**config.mk**
```make
export PLATFORM = sky130hd
export DESIGN_NAME = lcd_hd44780_responder_flat
export DESIGN_NICKNAME = d
export VERILOG_FILES = /design/src/rtl/lcd_hd44780_responder_if.sv /design/src/rtl/lcd_hd44780_responder.sv /design/src/flat_wrapper.sv
export SDC_FILE = /design/constraint.sdc
export NUM_CORES = 1
export LEC_CHECK = 0
export ABC_AREA = 1
export CORE_MARGIN = 3
export CORE_UTILIZATION = 30
export CTS_BUF_LIST = sky130_fd_sc_hd__clkbuf_8
export DETAILED_ROUTE_END_ITERATION = 8
export DONT_BUFFER_PORTS = 1
export PLACE_DENSITY = 0.47
export SLEW_MARGIN = 10
export SYNTH_ARGS = -nofsm -noshare
export SYNTH_HDL_FRONTEND = slang
export SYNTH_SLANG_ARGS = --single-unit
```
**constraint.sdc**
```tcl
create_clock -name clk -period 6.1 [get_ports clk]
set_input_delay 1.22 -clock clk [delete_from_list [all_inputs] [get_ports clk]]
set_output_delay 1.22 -clock clk [all_outputs]
set_load 0.02 [all_outputs]
```
**src/rtl/lcd_hd44780_responder_if.sv**
```systemverilog
// Character-LCD bus between an HD44780-style initiator and its responder.
// Latency: none, this is a wire bundle. Backpressure: the initiator polls the busy flag.
// Ports: lcd_rs/lcd_rw/lcd_e/lcd_db_in from the initiator; lcd_db_out/lcd_db_oe from the responder.
interface lcd_hd44780_responder_if;
  logic       lcd_rs;      // 0 = instruction/status, 1 = data
  logic       lcd_rw;      // 1 = read, 0 = write
  logic       lcd_e;       // enable strobe, synchronous to clk
  logic [7:0] lcd_db_in;   // bus value driven by the initiator
  logic [7:0] lcd_db_out;  // read data returned by the responder
  logic       lcd_db_oe;   // responder is driving the bus

  modport master (
    output lcd_rs, lcd_rw, lcd_e, lcd_db_in,
    input  lcd_db_out, lcd_db_oe
  );

  modport slave (
    input  lcd_rs, lcd_rw, lcd_e, lcd_db_in,
    output lcd_db_out, lcd_db_oe
  );
endinterface

```
**src/rtl/lcd_hd44780_responder.sv**
```systemverilog
// HD44780-compatible controller model: decodes LCD bus cycles, keeps DDRAM, AC and mode state.
// Latency: writes act on the E fall; read data is loaded on the E rise and driven one cycle later.
// Backpressure: busy flag; writes (and data reads) landing while busy are dropped and set overrun.
// Ports: clk/rst; bus (slave side of the LCD bus); busy, ac and mode bits as status outputs;
//        overrun sticky error; disp_addr/disp_data combinational DDRAM scan port.
module lcd_hd44780_responder #(
  parameter int BUSY_CYCLES      = 20,
  parameter int HOME_CYCLES      = 800,
  parameter int CLEAR_MIN_CYCLES = 800
) (
  input  logic                        clk,
  input  logic                        rst,
  lcd_hd44780_responder_if.slave      bus,
  output logic                        busy,
  output logic [6:0]                  ac,
  output logic                        display_on,
  output logic                        cursor_on,
  output logic                        blink_on,
  output logic                        entry_id,
  output logic                        entry_s,
  output logic                        func_dl,
  output logic                        func_n,
  output logic                        func_f,
  output logic                        overrun,
  input  logic [6:0]                  disp_addr,
  output logic [7:0]                  disp_data
);

  // Clear cannot finish faster than the 80-cycle sweep itself.
  localparam int CLEAR_TOTAL = (CLEAR_MIN_CYCLES > 80) ? CLEAR_MIN_CYCLES : 80;
  localparam int MAX_BH      = (BUSY_CYCLES > HOME_CYCLES) ? BUSY_CYCLES : HOME_CYCLES;
  localparam int MAX_CYC     = (MAX_BH > CLEAR_TOTAL) ? MAX_BH : CLEAR_TOTAL;
  localparam int CW          = $clog2(MAX_CYC + 1);

  localparam logic [CW-1:0] BUSY_LOAD  = CW'(BUSY_CYCLES - 1);
  localparam logic [CW-1:0] HOME_LOAD  = CW'(HOME_CYCLES - 1);
  localparam logic [CW-1:0] CLEAR_LOAD = CW'(CLEAR_TOTAL - 1);

  typedef enum logic [1:0] {
    ST_IDLE,
    ST_BUSY,
    ST_CLEAR
  } state_t;

  state_t          state;
  logic [CW-1:0]   cnt;
  logic [6:0]      clr_idx;
  logic            e_q;
  logic [7:0]      ddram [0:79];

  // Returns {mapped, linear index}; mapped=0 means the address has no DDRAM cell.
  function automatic logic [7:0] lin_map(input logic [6:0] a, input logic two_line);
    if (two_line) begin
      if (a <= 7'h27)                      return {1'b1, a};
      else if (a >= 7'h40 && a <= 7'h67)   return {1'b1, a - 7'd24};
      else                                 return 8'h00;
    end else begin
      if (a <= 7'h4F)                      return {1'b1, a};
      else                                 return 8'h00;
    end
  endfunction

  // Next AC value; line ends wrap, out-of-map values just step modulo 128.
  function automatic logic [6:0] ac_step(input logic [6:0] a, input logic inc,
                                         input logic two_line);
    if (two_line) begin
      if (inc) begin
        if (a == 7'h27)      return 7'h40;
        else if (a == 7'h67) return 7'h00;
        else                 return a + 7'd1;
      end else begin
        if (a == 7'h00)      return 7'h67;
        else if (a == 7'h40) return 7'h27;
        else                 return a - 7'd1;
      end
    end else begin
      if (inc) return (a == 7'h4F) ? 7'h00 : a + 7'd1;
      else     return (a == 7'h00) ? 7'h4F : a - 7'd1;
    end
  endfunction

  logic       rise, fall, wr_fall, rd_fall, idle;
  logic [7:0] ac_map;
  logic       ac_mapped;
  logic [6:0] ac_idx;
  logic [6:0] ac_next;
  logic [7:0] rd_ddram;

  assign rise      = bus.lcd_e & ~e_q;
  assign fall      = ~bus.lcd_e & e_q;
  assign wr_fall   = fall & ~bus.lcd_rw;
  assign rd_fall   = fall & bus.lcd_rw & bus.lcd_rs;
  assign idle      = (state == ST_IDLE);
  assign ac_map    = lin_map(ac, func_n);
  assign ac_mapped = ac_map[7];
  assign ac_idx    = ac_map[6:0];
  assign ac_next   = ac_step(ac, entry_id, func_n);
  assign rd_ddram  = ac_mapped ? ddram[ac_idx] : 8'h20;

  // Bus is driven only once the responder has seen the rise.
  assign bus.lcd_db_oe = bus.lcd_e & bus.lcd_rw & e_q;

  assign disp_data = (disp_addr < 7'd80) ? ddram[disp_addr] : 8'h20;

  // Accepted-access decode: which accesses start a busy period and how long.
  logic          acc;
  logic          to_clear;
  logic [CW-1:0] acc_load;

  always_comb begin
    acc      = 1'b0;
    to_clear = 1'b0;
    acc_load = BUSY_LOAD;
    if (idle && fall) begin
      if (!bus.lcd_rw) begin
        if (bus.lcd_rs) begin
          acc = 1'b1;
        end else if (bus.lcd_db_in == 8'h01) begin
          to_clear = 1'b1;
        end else if (bus.lcd_db_in[7:1] == 7'h01) begin
          acc      = 1'b1;
          acc_load = HOME_LOAD;
        end else if (bus.lcd_db_in != 8'h00) begin
          acc = 1'b1;
        end
      end else if (bus.lcd_rs) begin
        acc = 1'b1;
      end
    end
  end

  // Single DDRAM write port shared by the clear sweep and data writes;
  // the two never overlap because data writes need the IDLE state.
  logic       mem_we;
  logic [6:0] mem_idx;
  logic [7:0] mem_dat;

  always_comb begin
    mem_we  = 1'b0;
    mem_idx = clr_idx;
    mem_dat = 8'h20;
    if (state == ST_CLEAR) begin
      mem_we = 1'b1;
    end else if (idle && wr_fall && bus.lcd_rs && ac_mapped) begin
      mem_we  = 1'b1;
      mem_idx = ac_idx;
      mem_dat = bus.lcd_db_in;
    end
  end

  always_ff @(posedge clk) begin
    if (mem_we) ddram[mem_idx] <= mem_dat;
  end

  always_ff @(posedge clk or posedge rst) begin
    if (rst) begin
      state          <= ST_CLEAR;
      busy           <= 1'b1;
      cnt            <= CLEAR_LOAD;
      clr_idx        <= 7'd0;
      e_q            <= 1'b0;
      ac             <= 7'd0;
      entry_id       <= 1'b1;
      entry_s        <= 1'b0;
      display_on     <= 1'b0;
      cursor_on      <= 1'b0;
      blink_on       <= 1'b0;
      func_dl        <= 1'b1;
      func_n         <= 1'b0;
      func_f         <= 1'b0;
      overrun        <= 1'b0;
      bus.lcd_db_out <= 8'h00;
    end else begin
      e_q <= bus.lcd_e;

      if (rise && bus.lcd_rw) begin
        bus.lcd_db_out <= bus.lcd_rs ? rd_ddram : {busy, ac};
      end

      // Busy-flag reads are harmless; every other access landing while busy is lost.
      if (busy && fall && (bus.lcd_rs || !bus.lcd_rw)) begin
        overrun <= 1'b1;
      end

      // Architectural side effects of accepted accesses.
      if (idle && wr_fall && !bus.lcd_rs) begin
        casez (bus.lcd_db_in)
          8'b1???????: ac <= bus.lcd_db_in[6:0];
          8'b01??????: ;
          8'b001?????: begin
            func_dl <= bus.lcd_db_in[4];
            func_n  <= bus.lcd_db_in[3];
            func_f  <= bus.lcd_db_in[2];
          end
          8'b0001????: ;
          8'b00001???: begin
            display_on <= bus.lcd_db_in[2];
            cursor_on  <= bus.lcd_db_in[1];
            blink_on   <= bus.lcd_db_in[0];
          end
          8'b000001??: begin
            entry_id <= bus.lcd_db_in[1];
            entry_s  <= bus.lcd_db_in[0];
          end
          8'b0000001?: ac <= 7'd0;
          8'b00000001: begin
            ac       <= 7'd0;
            entry_id <= 1'b1;
          end
          default: ;
        endcase
      end else if (idle && fall && bus.lcd_rs) begin
        ac <= ac_next;
      end

      case (state)
        ST_IDLE: begin
          if (to_clear) begin
            state   <= ST_CLEAR;
            busy    <= 1'b1;
            cnt     <= CLEAR_LOAD;
            clr_idx <= 7'd0;
          end else if (acc) begin
            state <= ST_BUSY;
            busy  <= 1'b1;
            cnt   <= acc_load;
          end
        end
        ST_BUSY: begin
          if (cnt == '0) begin
            state <= ST_IDLE;
            busy  <= 1'b0;
          end else begin
            cnt <= cnt - 1'b1;
          end
        end
        ST_CLEAR: begin
          if (clr_idx == 7'd79) begin
            clr_idx <= 7'd0;
            // Sweep done; stay busy for whatever remains of the clear time.
            if (cnt == '0) begin
              state <= ST_IDLE;
              busy  <= 1'b0;
            end else begin
              state <= ST_BUSY;
              cnt   <= cnt - 1'b1;
            end
          end else begin
            clr_idx <= clr_idx + 7'd1;
            cnt     <= cnt - 1'b1;
          end
        end
        default: begin
          state <= ST_IDLE;
          busy  <= 1'b0;
        end
      endcase
    end
  end

endmodule

```
**src/flat_wrapper.sv**
```systemverilog
// flat-port wrapper written by rule: the top's interface ports become plain ports
module lcd_hd44780_responder_flat 
#(
  parameter int BUSY_CYCLES      = 20,
  parameter int HOME_CYCLES      = 800,
  parameter int CLEAR_MIN_CYCLES = 800
)
  (clk, rst, busy, ac, display_on, cursor_on, blink_on, entry_id, entry_s, func_dl, func_n, func_f, overrun, disp_addr, disp_data, bus_lcd_rs, bus_lcd_rw, bus_lcd_e, bus_lcd_db_in, bus_lcd_db_out, bus_lcd_db_oe);
  lcd_hd44780_responder_if bus_i ();
  input  logic clk;
  input  logic rst;
  output logic busy;
  output logic [6:0] ac;
  output logic display_on;
  output logic cursor_on;
  output logic blink_on;
  output logic entry_id;
  output logic entry_s;
  output logic func_dl;
  output logic func_n;
  output logic func_f;
  output logic overrun;
  input  logic [6:0] disp_addr;
  output logic [7:0] disp_data;
  input wire logic [$bits(bus_i.lcd_rs)-1:0] bus_lcd_rs;
  input wire logic [$bits(bus_i.lcd_rw)-1:0] bus_lcd_rw;
  input wire logic [$bits(bus_i.lcd_e)-1:0] bus_lcd_e;
  input wire logic [$bits(bus_i.lcd_db_in)-1:0] bus_lcd_db_in;
  output wire logic [$bits(bus_i.lcd_db_out)-1:0] bus_lcd_db_out;
  output wire logic [$bits(bus_i.lcd_db_oe)-1:0] bus_lcd_db_oe;
  assign bus_i.lcd_rs = bus_lcd_rs;
  assign bus_i.lcd_rw = bus_lcd_rw;
  assign bus_i.lcd_e = bus_lcd_e;
  assign bus_i.lcd_db_in = bus_lcd_db_in;
  assign bus_lcd_db_out = bus_i.lcd_db_out;
  assign bus_lcd_db_oe = bus_i.lcd_db_oe;
  lcd_hd44780_responder #(.BUSY_CYCLES(BUSY_CYCLES), .HOME_CYCLES(HOME_CYCLES), .CLEAR_MIN_CYCLES(CLEAR_MIN_CYCLES)) u_core (.clk(clk), .rst(rst), .bus(bus_i), .busy(busy), .ac(ac), .display_on(display_on), .cursor_on(cursor_on), .blink_on(blink_on), .entry_id(entry_id), .entry_s(entry_s), .func_dl(func_dl), .func_n(func_n), .func_f(func_f), .overrun(overrun), .disp_addr(disp_addr), .disp_data(disp_data));
endmodule
```
== Word level (Yosys, flattened, before mapping) ==
Memories as Yosys holds them, arrays and structs flattened.
Index checks and enable logic that the tools add are counted.

* Add/subtract/negate cells: 5
* Magnitude comparators: 5
* Muxes and demuxes: 63
* Bitwise logic cells: 8
* Eq/ne operators: 17
* Reductions and logical operators: 31

{| class="wikitable"
|+ Operator list
! operator !! count
|-
| two-way mux 7 bit || 15
|-
| two-way mux 10 bit || 9
|-
| two-way mux 8 bit || 9
|-
| one-hot mux 10 bit (3 select lines) || 1
|-
| == test 7 bit (second input constant) || 4
|-
| one-hot mux 7 bit (2 select lines) || 2
|-
| two-way mux 1 bit || 20
|-
| AND reduction 2 bit || 8
|-
| adder 7 x 1 -> 7 bit (second input constant) || 2
|-
| <= comparator 7 bit (second input constant) || 2
|-
| logical AND 1 bit || 10
|-
| logical NOT 10 bit || 1
|-
| subtractor 10 x 1 -> 10 bit (second input constant) || 1
|-
| == test 8 x 1 -> 1 bit (second input constant) || 1
|-
| two-way mux 2 bit || 4
|-
| nonzero test 8 bit || 1
|-
| == test 7 x 1 -> 1 bit (second input constant) || 1
|-
| == test 7 x 6 -> 1 bit (second input constant) || 1
|-
| >= comparator 7 bit (second input constant) || 1
|-
| <= comparator 7 x 6 -> 1 bit (second input constant) || 1
|-
| logical NOT 7 bit || 1
|-
| less-than comparator 7 bit (second input constant) || 1
|-
| subtractor 7 x 1 -> 7 bit (second input constant) || 1
|-
| subtractor 7 x 5 -> 7 bit (second input constant) || 1
|-
| 20 further kinds || 31
|}

* Register bits after elaboration: 45
* Memories: 1
* Bits in writable memories: 640
* Input port bits: 20

{| class="wikitable"
|+ Memory list
! memory !! depth !! bits a word !! read ports !! clocked after memory_dff !! wr ports !! RTL line !! source
|-
| u_core.ddram || 80 || 8 || 2 || 0 || 1 || lcd_hd44780_responder.sv:49 || <nowiki>logic [7:0] ddram [0:79];</nowiki>
|}

== Depth between registers and ports, before layout ==
* Depth after elaboration: 10
* Mapped depth: 24

== Worst setup path before layout ==
No wires, ideal clock.

* Path type: in2reg
* From: input bus_lcd_e
* To: memory u_core.ddram[0][0], data pin
* Library setup time: 0.575 ns
* Cell stages on the path: 10
* Setup slack: 1.505 ns
* Path buffers: 1
* Arrival: 4.020 ns
* Cell sequence: nor2_1 nand2_1 nor2_1 inv_1 nor2_8 inv_2 nor2_8 inv_4 buf_6 nor2_1

* Word-level cells in the longest chain between the ends: 8

{| class="wikitable"
|+ RTL lines
! item !! RTL line !! source
|-
| from (decl) || flat_wrapper.sv:27 || <nowiki>input wire logic [$bits(bus_i.lcd_e)-1:0] bus_lcd_e;</nowiki>
|-
| inverter 1 bit || lcd_hd44780_responder.sv:90 || <nowiki>assign fall = ~bus.lcd_e & e_q;</nowiki>
|-
| bitwise AND 1 bit || lcd_hd44780_responder.sv:90 ||
|-
| bitwise AND 1 bit || lcd_hd44780_responder.sv:91 || <nowiki>assign wr_fall = fall & ~bus.lcd_rw;</nowiki>
|-
| logical AND 1 bit (3 in series) || lcd_hd44780_responder.sv:144 || <nowiki>end else if (idle && wr_fall && bus.lcd_rs && ac_mapped) begin</nowiki>
|-
| two-way mux 8 bit || lcd_hd44780_responder.sv:144 ||
|-
| two-way mux 8 bit || lcd_hd44780_responder.sv:142 || <nowiki>if (state == ST_CLEAR) begin</nowiki>
|-
| via u_core.mem_dat[0] || lcd_hd44780_responder.sv:136 || <nowiki>logic [7:0] mem_dat;</nowiki>
|-
| to (decl) || lcd_hd44780_responder.sv:49 ||
|}

The timed path passes the listed nets, and every way through them passes these cells.

== Final worst setup path ==
* From: input disp_addr[0]
* To: output disp_data[2]

* Word-level cells in the longest chain between the ends: 2
* Elaborated cells between the ends (all ways): 3
* Classes of those cells: order compare (1); mux (1); memory (1)

{| class="wikitable"
|+ RTL lines
! item !! RTL line !! source
|-
| from (decl) || flat_wrapper.sv:23 || <nowiki>input logic [6:0] disp_addr;</nowiki>
|-
| memory (80 x 8 bit) or less-than comparator 7 bit (tied branches) || - ||
|-
| two-way mux 8 bit * || lcd_hd44780_responder.sv:103 || <nowiki>assign disp_data = (disp_addr < 7'd80) ? ddram[disp_addr] : 8'h20;</nowiki>
|-
| to (decl) || flat_wrapper.sv:24 || <nowiki>output logic [7:0] disp_data;</nowiki>
|}

Mark *: on every way between the ends. The rest lies on a longest branch, timed or not.

==> qor.txt <==
DP Cell Count - 5165
final hold violations - 0
peak fanout along the critical path - 329
Max clock buf depth - 3
share of post-route cells with drive strength above 1 - 8.75%
remaining global-route overflow - 0
Post-synth EDFFs - 640
Die Ht - 349 µm
Min-Delay Path Class - in -> reg
setup TNS - 0 ns
maximum VDD drop - 0.397 mV
Initial Util - 30.3%
HPWL after DPL - 76600 µm
max-cap violations - 0
fin. max-slew vios - 0
Rel. slew slack - 21.4%
Hold WS - 0.442 ns
CTS sink cnt - 685
clock root cell - clkbuf_8
# fillers - 12000
CP top delay family - compound AO/OA/AOI/OAI gates
DRT antenna net count - 0
Post-CTS Setup Inserts - 0
Worst Path Buf+Inv - 3
CP Cell Sequence - inv_8 -> buf_12 -> o21ai_0 -> o22ai_1 -> o21ai_0 -> o21ai_0 -> a21oi_1 -> a31oi_1 -> buf_4
drt drc - 0
CTS tree - built
die outline area - 122000 µm²
fin crit share - 92.5%
clock network latency to the later pin of the worst-skew pair - 0.82 ns
Via Count - 30800
Final Critical Period - 5.64 ns
endpoint class of the critical path - output pin
Yosys reg bits - 685
CTS-repair resized insts - 0
DRT Pass-1 Iters - 5
Final Skew - 0.0364 ns
Synth async-reset ratio - 6.57%
largest net degree at the start of global routing - 330
core area - 117000 µm²
port bufs - 0
setup violators final - 0
outcome - complete, no violations
RSZ-0062 raised after global routing - no
antenna violations before repair - 2
# rows - 125
FMAX - 0.177 GHz
mean routed wirelength per cell - 25.8 µm
CTS clock-pin slew for the worst setup and hold paths - 0.06 ns
Synth warnings - 0
DIE WIDTH - 349 µm
Main synth FF type - edfxtp_1
Mapped Area - 35400 µm²
Slew @ Worst Pin - 1.18 ns
vias per inst - 5.71
Distinct cells, synth - 54
syn avg cell area - 9.21 µm²
worst path required time - 4.88 ns
routability cong. - 0.856
Slowest-stage cell, CP - inv_8
most frequent cell after synthesis - nand3_1
Final Core Density - 33.8%
area delta synth->final - 11.6%
Arr. time, crit path - 4.42 ns
vias in the first global route - 28800
post-synthesis instance total - 3840
most used cell, CP - o21ai_0
register area share after synthesis - 57.5%
CTS Hold Bufs - 0
Iter 0 DRT Violations - 4066
share of the synthesized area in the top cell type - 54.3%
path type of the worst setup path - in -> out
first-pass GRT wire length - 202000 µm
WL final - 139000 µm
I/O pin count - 54
Post-synth top cells - nand3_1 (855), edfxtp_1 (640), nand2_1 (559)
H-tree lvl count - 4
Layout Cells excl Fill - 5401
largest stage delay on the critical path - 0.65 ns
Post-Syn Nets - 3872
TritonCTS Buffers - 130
CP Launch Type - input pin
global-route usage over all layers - 22.2%
Leak - 14.1 nW
Synth area leader - edfxtp_1
fin nets - 3805
Synth area leaders - edfxtp_1 (54%), nand3_1 (12%), nand2_1 (5.9%), o21ai_0 (5.6%), nor2_1 (4.6%)
Power Dens Cells - 408 nW/µm²
==> metal layers <==
| layer | part of all wire, % | vias to the layer above | GRT usage [%] | wire, µm |
|---|---|---|---|---|
| li1 | - | 13700 | - | - |
| met1 | 43 | 15200 | 31.7 | 60300 |
| met2 | 44 | 1678 | 32.9 | 60700 |
| met3 | 9.2 | 292 | 4.40 | 12800 |
| met4 | 3.9 | 0 | 9.22 | 5430 |
| met5 | 0 | - | 0 | 0 |
==> area by class of cell <==
| cell class | instances | area, µm² | area share (%) |
|---|---|---|---|
| multi-input combinational | 2673 | 13200 | 33.6 |
| timing repair buffer | 97 | 928 | 2.35 |
| clock inverter | 98 | 432 | 1.09 |
| inverter | 186 | 728 | 1.84 |
| sequential | 685 | 20400 | 51.6 |
| tap | 1524 | 1910 | 4.83 |
| antenna | 3 | 7.51 | 0.0190 |
| clock buffer | 135 | 1860 | 4.71 |
==> worst register-to-register path, stage by stage, from the launching register on <==
cell and delay, ns:
dfrtp_1 0.66, inv_1 0.28, ha_1 0.25, inv_1 0.07, nand2_1 0.06, o21ai_0 0.10
nand2_1 0.09, nand2_1 0.19, nand2_8 0.34, inv_2 0.18, nor2_4 0.05, inv_4 0.13
nor2_8 0.04, inv_2 0.10, nor2_8 0.05, inv_4 0.28, nand2_1 0.17, o21ai_4 0.16
inv_1 0.24, nor3_2 0.23, nand2_1 0.50, nor2_1 0.86
==> sequential cells by signal, summed over array words and instances, names as in the netlist, 2 cells and up <==
name,cells
u_core.state,2
u_core.ac,7
u_core.ddram,640
u_core.bus.lcd_db_out,8
u_core.cnt,10
u_core.clr_idx,7
==> report_power, final <==
part	switching [mW]	internal, mW
clock	2.06	2.09
sequential	0.188	5.20
combinational	4.95	1.60
total	7.20	8.88
==> placed cells by master (no fill, tap or decap), drive strengths merged, types with 48 or more instances in the layout <==
master / instances
a21oi: 104
o221ai: 96
nand3: 858
buf: 97
clkbuf: 135
o21ai: 404
nor2: 436
o211ai: 48
clkinv: 49
edfxtp: 640
inv: 230
nand2: 570
==> per-stage QoR <==
step | power (mW) | cell area, µm² | worst slack, ns
detailed placement | 11.9 | 37200 | 0.689
finish | 16.1 | 39500 | 0.460
CTS | 16.0 | 39500 | 0.638
global route | 16.8 | 39500 | 0.256
floorplan | 9.41 | 35400 | 1.50
global placement | 11.9 | 37200 | 0.793
==> path summary, 6_finish.rpt <==
path,cells after the start,startpoint,slack (ns),endpoint
max,9,disp_addr[0],0.46,disp_data[2]
min,0,bus_lcd_e,0.44,u_core.e_q$_DFF_PP0_
max reg2reg,21,u_core.ac[4]$_DFFE_PP0P_,0.69,u_core.ddram[36][0]$_DFFE_PP_
min reg2reg,2,u_core.cnt[0]$_DFFE_PP1P_,0.53,u_core.cnt[0]$_DFFE_PP1P_
max in group asynchronous,2,rst,5.14,u_core.ac[0]$_DFFE_PP0P_
min in group asynchronous,2,rst,0.48,u_core.cnt[5]$_DFFE_PP0P_
==> kinds of logic after synthesis <==
kind of cell,count (synthesis),synth area share [%]
XOR/XNOR,6,0.149
AO/OA/AOI/OAI,733,12.3
adder cells (fa/ha/maj),12,0.424
flip-flops,685,57.5
AND/OR/NAND/NOR,1922,24.2
buffers and inverters,482,5.44
Note: power is estimated with default switching activity, not from simulation.
